[config.mk]
export PLATFORM = sky130hd
export DESIGN_NAME = pattern_sequencer
export DESIGN_NICKNAME = d
export VERILOG_FILES = /design/src/rtl/pattern_sequencer.sv
export SDC_FILE = /design/constraint.sdc
export NUM_CORES = 1
export LEC_CHECK = 0
export ABC_AREA = 1
export BUFFER_PORTS_ARGS = -buffer_cell sky130_fd_sc_hd__buf_2
export CAP_MARGIN = 5
export CORE_ASPECT_RATIO = 1.25
export CORE_MARGIN = 10
export CORE_UTILIZATION = 59
export DETAILED_ROUTE_END_ITERATION = 16
export PLACE_DENSITY_LB_ADDON = 0.12
export RECOVER_POWER = 50
export SYNTH_ARGS = -nofsm -noshare
export SYNTH_HDL_FRONTEND = slang
export SYNTH_SLANG_ARGS = --single-unit
[constraint.sdc]
create_clock -name clk -period 4.05 [get_ports clk]
set_clock_uncertainty 0.1 [all_clocks]
set_input_delay 0.405 -clock clk [delete_from_list [all_inputs] [get_ports clk]]
set_output_delay 0.405 -clock clk [all_outputs]
set_load 0.05 [all_outputs]
[src/rtl/pattern_sequencer.sv]
// pattern_sequencer
// Stores a growing symbol pattern, plays it back on one-hot LEDs with
// programmable on/off timing, then checks the player's entries one symbol at
// a time in forward or reverse order.
//
// Optional feature macro: PATTERN_SEQ_ECHO_EN
//   When defined, each accepted guess during entry is echoed on led for
//   ON_CYC cycles. When undefined, led stays dark outside playback.
//
// Ports:
//   clk, rst      clock and synchronous active-high reset
//   clr           synchronous flush: empty pattern, back to idle
//   append        push append_sym onto the pattern end (idle only)
//   play          start playback (idle, non-empty pattern only)
//   reverse       entry order select, captured when play is accepted
//   guess_valid   one-cycle strobe with the player's guess_sym
//   led           one-hot playback (and optional echo) output
//   len, full     current pattern length, length at capacity
//   busy          sequencer not idle
//   play_done     pulse: playback finished, entry starts
//   guess_ok      pulse: accepted guess matched
//   guess_err     pulse: accepted guess mismatched
//   round_done    pulse: final expected symbol matched
module pattern_sequencer #(
    parameter int NUM_SYM = 8,
    parameter int MAX_LEN = 32,
    parameter int ON_CYC  = 4,
    parameter int OFF_CYC = 2,
    localparam int SYM_W  = $clog2(NUM_SYM),
    localparam int LEN_W  = $clog2(MAX_LEN + 1)
) (
    input  logic               clk,
    input  logic               rst,
    input  logic               clr,
    input  logic               append,
    input  logic [SYM_W-1:0]   append_sym,
    input  logic               play,
    input  logic               reverse,
    input  logic               guess_valid,
    input  logic [SYM_W-1:0]   guess_sym,
    output logic [NUM_SYM-1:0] led,
    output logic [LEN_W-1:0]   len,
    output logic               full,
    output logic               busy,
    output logic               play_done,
    output logic               guess_ok,
    output logic               guess_err,
    output logic               round_done
);

    localparam int AW   = (MAX_LEN > 1) ? $clog2(MAX_LEN) : 1;
    localparam int TMAX = (ON_CYC > OFF_CYC) ? ON_CYC : OFF_CYC;
    localparam int TW   = (TMAX > 1) ? $clog2(TMAX) : 1;

    typedef enum logic [1:0] {
        S_IDLE     = 2'd0,
        S_SHOW_ON  = 2'd1,
        S_SHOW_OFF = 2'd2,
        S_ENTRY    = 2'd3
    } state_t;

    state_t             state_r, state_s;
    logic [SYM_W-1:0]   mem_r [MAX_LEN];
    logic [LEN_W-1:0]   len_r, len_s;
    logic [LEN_W-1:0]   idx_r, idx_s;
    logic [LEN_W-1:0]   cnt_r, cnt_s;
    logic [LEN_W-1:0]   len_m1_s;
    logic [AW-1:0]      ptr_r, ptr_s;
    logic [TW-1:0]      timer_r, timer_s;
    logic               rev_r, rev_s;
    logic               wr_en_s;
    logic [NUM_SYM-1:0] led_r, led_s;
    logic               busy_r, full_r;
    logic               play_done_r, play_done_s;
    logic               guess_ok_r, guess_ok_s;
    logic               guess_err_r, guess_err_s;
    logic               round_done_r, round_done_s;
`ifdef PATTERN_SEQ_ECHO_EN
    localparam int EW = $clog2(ON_CYC + 1);
    logic [EW-1:0]      echo_cnt_r, echo_cnt_s;
    logic [SYM_W-1:0]   echo_sym_r, echo_sym_s;
`endif

    // Symbols outside the alphabet light nothing.
    function automatic logic [NUM_SYM-1:0] sym_onehot(input logic [SYM_W-1:0] sym);
        logic [NUM_SYM-1:0] v;
        v = '0;
        if (int'(sym) < NUM_SYM) begin
            v[sym] = 1'b1;
        end else begin
            v = '0;
        end
        return v;
    endfunction

    assign len_m1_s = len_r - LEN_W'(1);

    // Pattern storage; contents are don't-care after reset/clr, len gates validity.
    always_ff @(posedge clk) begin
        if (wr_en_s && !rst && !clr) begin
            mem_r[len_r[AW-1:0]] <= append_sym;
        end
    end

    // State register plus datapath and registered outputs; rst and clr both empty the sequencer.
    always_ff @(posedge clk) begin
        if (rst || clr) begin
            state_r      <= S_IDLE;
            len_r        <= '0;
            idx_r        <= '0;
            cnt_r        <= '0;
            ptr_r        <= '0;
            timer_r      <= '0;
            rev_r        <= 1'b0;
            led_r        <= '0;
            busy_r       <= 1'b0;
            full_r       <= 1'b0;
            play_done_r  <= 1'b0;
            guess_ok_r   <= 1'b0;
            guess_err_r  <= 1'b0;
            round_done_r <= 1'b0;
`ifdef PATTERN_SEQ_ECHO_EN
            echo_cnt_r   <= '0;
            echo_sym_r   <= '0;
`endif
        end else begin
            state_r      <= state_s;
            len_r        <= len_s;
            idx_r        <= idx_s;
            cnt_r        <= cnt_s;
            ptr_r        <= ptr_s;
            timer_r      <= timer_s;
            rev_r        <= rev_s;
            led_r        <= led_s;
            busy_r       <= (state_s != S_IDLE);
            full_r       <= (len_s == LEN_W'(MAX_LEN));
            play_done_r  <= play_done_s;
            guess_ok_r   <= guess_ok_s;
            guess_err_r  <= guess_err_s;
            round_done_r <= round_done_s;
`ifdef PATTERN_SEQ_ECHO_EN
            echo_cnt_r   <= echo_cnt_s;
            echo_sym_r   <= echo_sym_s;
`endif
        end
    end

    // Next-state and datapath decisions, including which pulse fires next cycle.
    always_comb begin
        state_s      = state_r;
        len_s        = len_r;
        idx_s        = idx_r;
        cnt_s        = cnt_r;
        ptr_s        = ptr_r;
        timer_s      = timer_r;
        rev_s        = rev_r;
        wr_en_s      = 1'b0;
        play_done_s  = 1'b0;
        guess_ok_s   = 1'b0;
        guess_err_s  = 1'b0;
        round_done_s = 1'b0;
        case (state_r)
            S_IDLE: begin
                // append wins over a simultaneous play
                if (append) begin
                    if (!full_r) begin
                        wr_en_s = 1'b1;
                        len_s   = len_r + LEN_W'(1);
                    end else begin
                        len_s   = len_r;
                    end
                end else if (play && (len_r != '0)) begin
                    rev_s   = reverse;
                    idx_s   = '0;
                    timer_s = '0;
                    state_s = S_SHOW_ON;
                end else begin
                    state_s = S_IDLE;
                end
            end
            S_SHOW_ON: begin
                if (timer_r == TW'(ON_CYC - 1)) begin
                    timer_s = '0;
                    state_s = S_SHOW_OFF;
                end else begin
                    timer_s = timer_r + TW'(1);
                end
            end
            S_SHOW_OFF: begin
                if (timer_r == TW'(OFF_CYC - 1)) begin
                    timer_s = '0;
                    if (idx_r < len_m1_s) begin
                        idx_s   = idx_r + LEN_W'(1);
                        state_s = S_SHOW_ON;
                    end else begin
                        state_s     = S_ENTRY;
                        play_done_s = 1'b1;
                        ptr_s       = rev_r ? len_m1_s[AW-1:0] : '0;
                        cnt_s       = '0;
                    end
                end else begin
                    timer_s = timer_r + TW'(1);
                end
            end
            S_ENTRY: begin
                if (guess_valid) begin
                    if (guess_sym == mem_r[ptr_r]) begin
                        guess_ok_s = 1'b1;
                        if (cnt_r == len_m1_s) begin
                            round_done_s = 1'b1;
                            state_s      = S_IDLE;
                        end else begin
                            cnt_s = cnt_r + LEN_W'(1);
                            ptr_s = rev_r ? (ptr_r - AW'(1)) : (ptr_r + AW'(1));
                        end
                    end else begin
                        // pattern and len are kept so the mode logic can retry
                        guess_err_s = 1'b1;
                        state_s     = S_IDLE;
                    end
                end else begin
                    state_s = S_ENTRY;
                end
            end
            default: begin
                state_s = S_IDLE;
            end
        endcase
    end

    // LED value for the next cycle, derived from where the machine is heading.
    always_comb begin
        led_s = '0;
`ifdef PATTERN_SEQ_ECHO_EN
        echo_cnt_s = '0;
        echo_sym_s = echo_sym_r;
`endif
        if (state_s == S_SHOW_ON) begin
            led_s = sym_onehot(mem_r[idx_s[AW-1:0]]);
        end else if (state_s == S_ENTRY) begin
`ifdef PATTERN_SEQ_ECHO_EN
            // a fresh guess restarts the echo; leaving ENTRY cuts it
            if ((state_r == S_ENTRY) && guess_valid) begin
                echo_cnt_s = EW'(ON_CYC);
                echo_sym_s = guess_sym;
            end else if (echo_cnt_r != '0) begin
                echo_cnt_s = echo_cnt_r - EW'(1);
            end else begin
                echo_cnt_s = '0;
            end
            led_s = (echo_cnt_s != '0) ? sym_onehot(echo_sym_s) : '0;
`else
            led_s = '0;
`endif
        end else begin
            led_s = '0;
        end
    end

    assign led        = led_r;
    assign len        = len_r;
    assign full       = full_r;
    assign busy       = busy_r;
    assign play_done  = play_done_r;
    assign guess_ok   = guess_ok_r;
    assign guess_err  = guess_err_r;
    assign round_done = round_done_r;

endmodule

; Word-level counts from Yosys, hierarchy flattened
; Memories as Yosys holds them, arrays and structs flattened. A register that Yosys moved wholly into a read port is not among the register bits.
; Cells that the tools add are included.
[word_totals]
mem_count = 1
ram_bits = 96
register_bits = 42
romBits = 0
word_cells = 120
latch_bits = 0
[classes]
shifts = 0
n_addsub = 7
bitwise_logic = 7
n_reduce_logical = 21
eq_ne = 17
mul = 0
order_cmp = 3
n_mux = 49
div_mod_pow = 0
[memory_table]
columns = name, depth, width, rd, rd_ports_with_merged_regs, wr, line
row1 = mem_r, 32, 3, 2, 1, 1, 63  ; logic [SYM_W-1:0] mem_r [MAX_LEN];
[op_table]
columns = op, count
row1 = $mux W6, 12
row2 = $mux W5, 9
row3 = $pmux W6 S2, 2
row4 = $mux W2, 11
row5 = $add A6 B1 Y6 const B, 3
row6 = $ne A2 B2 Y1 const B, 8
row7 = $mux W1, 11
row8 = $pmux W5 S2, 1
row9 = $pmux W2 S4, 1
row10 = $not A1 Y1, 7
row11 = $eq A2 B1 Y1 const B, 3
row12 = $eq A2 B2 Y1 const B, 3
row13 = $eq A6 B6 Y1, 1
row14 = $eq A6 B6 Y1 const B, 1
row15 = $lt A6 B6 Y1, 1
row16 = $pmux W2 S3, 1
row17 = $reduce_and A3 Y1, 2
row18 = $reduce_and A6 Y1, 1
row19 = $reduce_bool A2 Y1, 3
row20 = $reduce_bool A6 Y1, 1
row21 = $reduce_or A3 Y1, 2
row22 = $sub A6 B1 Y6 const B, 1
row23 = $add A5 B1 Y5 const B, 1
row24 = $reduce_and A5 Y1, 1
row25 = 13 further kinds, 17

; Depth between registers and ports, before layout
; Gate-level depths: netlist (run 1).
; An unclocked memory read counts as a cell.
[depth]
word_depth = 10
mapped_depth = 26
mapped_depth_nobuf = 24

; Worst setup path after synthesis (run 1)
; Ideal clock, no wire load.
[synth_timing]
path_kind = register to register
startpoint = register len_r[0], in the netlist len[0]
endpoint = register led_r[5], in the netlist led[5]
arrival_ns = 3.338
setup_slack_ns = 0.545
setup_ns = 0.068
stages_incl_launch_ff = 25
cell_sequence = dfxtp_1 > inv_1 > ha_1 > or2_2 > nand2_1 > ha_1 > nand2_1 > nor2_1 > nand2_1 > nand2_1 > nand2_1 > nand3_4 > nand2_4 > nand2_4 > buf_6 > buf_6 > nand2_1 > nand3_1 > nand3_1 > nand3_1 > nand2_1 > nand2_1 > nand2_1 > nand3_1 > nor2_1
[synth_between]
elab_chain_len = 10
elab_cells_between_ends = 27
classes_between = add/sub: 1 / order compare: 3 / eq/ne: 2 / mux: 15 / bitwise: 1 / reduce/logical: 4 / memory: 1
[synth_rtl]
columns = element, line
row1 = "start, declared", 64  ; logic [LEN_W-1:0] len_r, len_s;
row2 = "start signal, assigned", 128  ; len_r <= len_s;
row3 = $sub A6 B1 Y6 / $reduce_bool A6 Y1 (equally long branches), "96, 172"
row4 = $lt A6 B6 Y1 / $logic_and A1 B1 Y1 (equally long branches), "192, 172"
row5 = $mux W6 (on tied branches), "192, 172"
row6 = $mux W6 (on tied branches), "190, 165"
row7 = $pmux W6 S2, 162  ; case (state_r)
row8 = $mem_v2 Z32 W3, n/a
row9 = $lt A3 B4 Y1 (not written as such) / $ge A3 B1 Y1 (equally long branches), 89  ; v[sym] = 1'b1;
row10 = $logic_and A1 B1 Y1 (not written as such), 89
row11 = $mux W1 (not written as such), 89
row12 = $demux W1 S3, 89
row13 = "end signal, assigned", 134  ; led_r <= led_s;
row14 = "end, declared", 72  ; logic [NUM_SYM-1:0] led_r, led_s;
; Parallel ways exist; a longest one is shown, timed or not. The select of a mux whose other input is x is not followed.
; A chain may end at the register's enable or synchronous reset.

==> results of run 1 <==
==> cell type report <==
type | count | area share
Clock inverter | 8 | 0.00815
Inverter | 121 | 0.0516
Tap cell | 171 | 0.0240
Timing Repair Buffer | 51 | 0.0312
Sequential cell | 143 | 0.429
Clock buffer | 24 | 0.0590
Multi-Input combinational cell | 705 | 0.397
==> through the flow <==
step	worst slack [ps]	instances	hold slack (ps)	total power, µW
2_1_floorplan	545	1013	357	1640
3_3_place_gp	371	1191	381	1680
5_1_grt	72.6	1223	191	3300
6_report	466	1223	157	3230
4_1_cts	250	1223	153	3230
3_5_place_dp	287	1191	385	1680
==> logic make-up after synthesis <==
| kind of cell | after synthesis | share of synthesized area |
|---|---|---|
| AND/OR/NAND/NOR | 587 | 0.329 |
| adder cells (fa/ha/maj) | 23 | 0.0366 |
| XOR/XNOR | 13 | 0.0150 |
| flip-flops | 143 | 0.473 |
| buffers and inverters | 165 | 0.0901 |
| AO/OA/AOI/OAI | 82 | 0.0558 |
==> metal layers <==
metal,GRT usage,share of wire
met4,0.130,0.044
met5,0,0
met2,0.410,0.49
met3,0.0507,0.077
met1,0.266,0.39
==> flip-flops by register name, indices dropped and copies added (netlist names), 2 cells and up, named ones only <==
name     flops
mem_r       96
led          8
timer_r      2
len          6
cnt_r        6
state_r      2
ptr_r        5
idx_r        6
==> synth_stat cells (all sizes together) <==
cell / count / area [µm²]
fa: 1 / 20.0
a31oi: 2 / 12.5
and2: 1 / 6.26
inv: 121 / 459
buf: 33 / 228
dfxtp: 47 / 941
nor3b: 1 / 12.5
o21a: 1 / 7.51
a21o: 1 / 7.51
edfxtp: 96 / 2880
nor2: 99 / 379
ha: 22 / 275
nand3: 201 / 1030
nand2: 247 / 957
o22ai: 4 / 25.0
o211ai: 5 / 37.5
xor2: 10 / 95.1
nand3b: 28 / 214
or2: 2 / 12.5
xnor2: 3 / 26.3
nor4: 4 / 25.0
nor3: 1 / 5.00
nand4: 3 / 18.8
o21ai: 34 / 174
a21oi: 35 / 186
clkbuf: 11 / 41.3
==> critical path: cells and delay by family (launching register included) <==
kind	cells	cell delay, ps
flip-flops	1	850
buffers and inverters	2	560
AND/OR/NAND/NOR	15	1890
AO/OA/AOI/OAI	1	80
==> power by group <==
group | internal, µW | total [µW] | switching [µW]
Combinational | 23.9 | 94.1 | 70.2
Clock | 969 | 1580 | 607
Sequential | 1560 | 1560 | 1.15
Total | 2550 | 3230 | 679
==> worst max-delay path by stage <==
stage                     slack [ps]      start  endpoint  cells after the start
after floorplan                  540     len[0]    led[5]                     24
after global placement           370     len[2]    led[4]                     18
after detailed placement         290     len[2]    led[4]                     18
after CTS                        250     len[2]    led[4]                     18
after global routing              70     len[2]    led[1]                     22
final                            470  flip-flop  ptr_r[4]                     18
==> run_results.csv, run 1 <==
group,metric,value,unit
outcome,outcome,"finished, violations left",
outcome,violations,"max-capacitance violations, max-slew violations",
cells_and_area,drive_gt1_frac,0.0751,
cts,cts-resized-gates,0,
cells_and_area,final_core_util,0.667,
timing,fin_crit_sh,0.885,
floorplan,num_rows,47,
critical_path,critPathKind,"reg -> reg",
cells_and_area,final_common_cell,"nand2_1",
critical_path,path_max_fanout,21,
timing,tns,0,ps
critical_path,timing.rr.end,"ptr_r[4]",
timing,clock.fmax,279,MHz
cells_and_area,layout.area.seq,0.00382,mm²
detailed_routing,totalWireLength,22.2,mm
timing,slew_headroom,-0.112,
cts,path_clk_slew,60,ps
critical_path,max_stage_delay,850,ps
timing,slew_violations,99,
yosys,syn_area,0.00808,mm²
floorplan,core_region_area,0.0133,mm²
critical_path,rrSetupSlack,470,ps
cts,postCtsSetupRepairBufs,0,
global_routing,antenna_found_initial,0,
timing,rsz0062_at_grt,"no",
detailed_routing,drt_iter0_drc,670,
critical_path,crit_chain,"buf_4 -> nor2_1 -> nor2_1 -> nand2_1 -> nand3_1 -> nand3_1 -> nand3_1 -> nand2_1 -> nand2_1 -> nand2_1 -> nor2_1 -> nand2_1 -> nor2_1 -> nand3_1 -> nand2_1 -> buf_4 -> o21ai_0 -> nor2_1",
floorplan,die_h,151,µm
floorplan,dieArea,0.0188,mm²
cells_and_area,antenna_cells,0,
global_routing,grt_overflow,0,
cts,cts.sinks,143,
critical_path,critPathCaptureType,"flip-flop",
yosys,synth.distinct_cells,41,
timing,fin_crit,3580,ps
place,dp_hpwl,15.0,mm
global_routing,grt_pass1_wl,35.2,mm
global_routing,grt_max_degree,44,
critical_path,crit_path_start_kind,"flip-flop",
detailed_routing,via_per_inst,5.77,
cells_and_area,multiInputGateArea,0.00353,mm²
cells_and_area,areaGrowthSynthToFinish,10.2,%
cts,clock_path_buffers,2,
yosys,postSynthCellCount,1013,
critical_path,r2r_cells,18,
timing,worst_pin_slew,1670,ps
power,power_density,363,mW/mm²
detailed_routing,routedWlPerCell,18.1,µm
cts,hold_buffers,0,
flow_run,drv_cap,3,
critical_path,critPathSlowestCell,"dfxtp_1",
critical_path,worstPathArrival,3840,ps
place,dpl_cell_area,0.00833,mm²
detailed_routing,vias,7053,
hold_path,worstHoldEndpoint,"rev_r",
hold_path,hold_depth,3,
critical_path,cp_common_cell,"nand2_1",
power,ir_drop,225,µV
yosys,synth_warnings,0,
cells_and_area,postLayoutCellArea,0.00890,mm²
global_routing,grt_usage,0.236,
detailed_routing,dr.pass1.iters,5,
place,gp_congestion,0.927,
yosys,syn_area_per_cell,7.97,µm²
cts,cts_root_buf,"clkbuf_16",
timing,setup_viol,0,
cells_and_area,layout.cells.most_common_list,"242 x nand2_1, 198 x nand3_1, 114 x inv_1",
floorplan,die_w,125,µm
cts,cts_tree,"done",
cts,clock_latency,430,ps
yosys,syn-num-nets,1049,
place,port_buffers,32,
cts,cts.htree.levels,4,
cts,cts_buffers,17,
yosys,synth_seq_cells,143,
hold_path,hold_class,"in -> reg",
floorplan,ios,33,
detailed_routing,drc,0,
cells_and_area,n_fill_cell,1142,
detailed_routing,drtAntennaViolNets,0,
timing,hold_violations,0,
hold_path,min_from,"reverse",
yosys,ys_seq_area_frac,0.473,
cells_and_area,fin_nets,1075,
global_routing,first_global_vias,6933,
critical_path,required,4310,ps
floorplan,start_util,0.605,
power,leakage,0.00366,µW
No activity file was read; power rests on OpenSTA's default activity.
==> inputs of run 2 (changes only) <==
--- a/config.mk
+++ b/config.mk
@@ -6,7 +6,7 @@
 export NUM_CORES = 1
 export LEC_CHECK = 0
 export ABC_AREA = 1
-export BUFFER_PORTS_ARGS = -buffer_cell sky130_fd_sc_hd__buf_2
+export BUFFER_PORTS_ARGS = -buffer_cell sky130_fd_sc_hd__clkbuf_2
 export CAP_MARGIN = 5
 export CORE_ASPECT_RATIO = 1.25
 export CORE_MARGIN = 10
@@ -14,6 +14,7 @@
 export DETAILED_ROUTE_END_ITERATION = 16
 export PLACE_DENSITY_LB_ADDON = 0.12
 export RECOVER_POWER = 50
+export SLEW_MARGIN = 20
 export SYNTH_ARGS = -nofsm -noshare
 export SYNTH_HDL_FRONTEND = slang
 export SYNTH_SLANG_ARGS = --single-unit
==> run 2 against run 1 <==
Critical path type unchanged. Worst setup slack worse by 100 ps. Wire length is 1.3% higher. Combinational power is 2% higher. Die area stayed put. The flow still finishes with violations (max-capacitance violations, max-slew violations). Clock power is 3% higher. Critical path depth stayed put. Total power is 1.3% higher. Sequential cell count stayed put. Final area hardly changed.
==> run_results.csv, run 2 (synthesis results as in run 1) <==
group,metric,value,unit
cells_and_area,layout.area.seq,0.00382,mm²
floorplan,ios,33,
timing,slew_violations,99,
critical_path,r2r_cells,18,
cells_and_area,drive_gt1_frac,0.0790,
cells_and_area,fin_nets,1074,
power,power_density,367,mW/mm²
outcome,outcome,"finished, violations left",
cells_and_area,areaGrowthSynthToFinish,10.3,%
outcome,violations,"max-capacitance violations, max-slew violations",
power,ir_drop,263,µV
hold_path,hold_depth,3,
critical_path,crit_path_start_kind,"flip-flop",
global_routing,grt_overflow,0,
critical_path,worstPathArrival,3950,ps
critical_path,cp-startpoint,"len[2]",
floorplan,start_util,0.605,
critical_path,crit_chain,"nor2_1 -> nand3_1 -> xor2_1 -> ha_1 -> a21o_1 -> nor2_1 -> nand2_1 -> inv_2 -> nand2_1 -> o21ai_4 -> nand3_1 -> nand3_1 -> nand3_1 -> nand2_1 -> nand2_1 -> nand2_1 -> nand3_1 -> nor2_1",
place,port_buffers,32,
cells_and_area,final_common_cell,"nand2_1",
timing,fin_crit,3690,ps
cells_and_area,largest_register_ffs,96,
detailed_routing,dr.pass1.iters,6,
cts,clock_latency,440,ps
timing,worst_pin_slew,1600,ps
detailed_routing,drt_iter0_drc,718,
detailed_routing,drtAntennaViolNets,0,
detailed_routing,drc,0,
cells_and_area,n_fill_cell,1146,
critical_path,path_buf_inv,1,
place,dp_hpwl,15.1,mm
cts,cts_buffers,17,
cells_and_area,antenna_cells,0,
hold_path,hold_class,"in -> reg",
critical_path,critPathSlowestCell,"o21ai_4",
flow_run,drv_cap,3,
critical_path,critPathCaptureType,"flip-flop",
timing,hold_violations,0,
cells_and_area,multiInputGateArea,0.00353,mm²
cts,clock_path_buffers,2,
critical_path,critPathKind,"reg -> reg",
critical_path,cp.depth,18,
critical_path,critPathTopFamily,"simple AND/OR/NAND/NOR gates",
critical_path,reg2reg_from,"len[2]",
floorplan,die_h,151,µm
power,leakage,0.00365,µW
floorplan,die_w,125,µm
floorplan,core_region_area,0.0133,mm²
hold_path,min_from,"reverse",
timing,slew_headroom,-0.0679,
detailed_routing,routedWlPerCell,18.4,µm
cts,cts_tree,"done",
cts,postCtsSetupRepairBufs,0,
cts,cts.htree.levels,4,
global_routing,grt_pass1_wl,35.7,mm
timing,clock.fmax,271,MHz
timing,setup_viol,0,
place,gp_congestion,0.953,
global_routing,first_global_vias,6908,
cells_and_area,final_core_util,0.668,
detailed_routing,vias,7150,
global_routing,grt_max_degree,44,
cts,cts_root_buf,"clkbuf_16",
detailed_routing,via_per_inst,5.85,
floorplan,num_rows,47,
timing,tns,0,ps
timing,rsz0062_at_grt,"no",
critical_path,max_stage_delay,630,ps
global_routing,antenna_found_initial,0,
critical_path,path_max_fanout,24,
timing,fin_crit_sh,0.910,
detailed_routing,totalWireLength,22.5,mm
cts,cts.sinks,143,
cells_and_area,layout.cells.most_common_list,"242 x nand2_1, 198 x nand3_1, 113 x inv_1",
cts,path_clk_slew,60,ps
critical_path,required,4310,ps
global_routing,grt_usage,0.240,
floorplan,dieArea,0.0188,mm²
-- run 2: changes by cell type in the layout (fill, tap and decap cells not counted), moves of 2 or more --
cell        delta
buf_4          -2
clkbuf_1       -2
clkinvlp_4     +3
buf_2          -9
clkbuf_16      -3
clkinv_4       +2
bufinv_16      +2
clkbuf_2       +9
-- run 2: metrics by stage --
| stage | power (µW) | setup slack, ps | hold slack, ps | cell area (µm²) | cells |
|---|---|---|---|---|---|
| 5_1_grt | 3350 | 42.4 | 196 | 8910 | 1222 |
| 3_3_place_gp | 1680 | 362 | 380 | 8330 | 1190 |
| 3_5_place_dp | 1690 | 283 | 385 | 8330 | 1190 |
| 2_1_floorplan | 1640 | 545 | 357 | 8080 | 1013 |
| 4_1_cts | 3280 | 222 | 147 | 8940 | 1222 |
| 6_report | 3270 | 363 | 160 | 8910 | 1222 |
-- run 2: area by class of cell --
type,count,share of cell area
Clock inverter,13,0.0183
Multi-Input combinational cell,705,0.396
Timing Repair Buffer,50,0.0317
Sequential cell,143,0.429
Inverter,121,0.0515
Tap cell,171,0.0240
Clock buffer,19,0.0497
-- run 2: power by group --
group	leakage [µW]	total, µW	internal [µW]	switching (µW)
registers	0.00124	1560	1560	1.12
logic	0.00212	96.0	24.0	72.0
clock network	0.000289	1620	984	633
-- run 2: what timing repair did --
item,4_1_cts,5_1_grt
hold buffers,0,0
endpoints found under the setup margin,0,1
resized for setup,0,2
hold endpoints to repair,0,0
-- run 2: worst min-delay path: stages --
cell and delay (ps):
clkbuf_2 70, o21ai_0 70, a21oi_1 110
-- run 2: path summary, 6_finish.rpt --
check | slack [ps] | to
setup / recovery | 360 | led[0]
hold / removal | 160 | rev_r
hold reg to reg | 410 | timer_r[1]
setup reg to reg | 360 | led[0]
-- run 2: routing by layer --
metal	global-route usage	share of wire
met5	0	0
met4	0.131	0.042
met3	0.0476	0.080
met2	0.423	0.50
met1	0.271	0.38
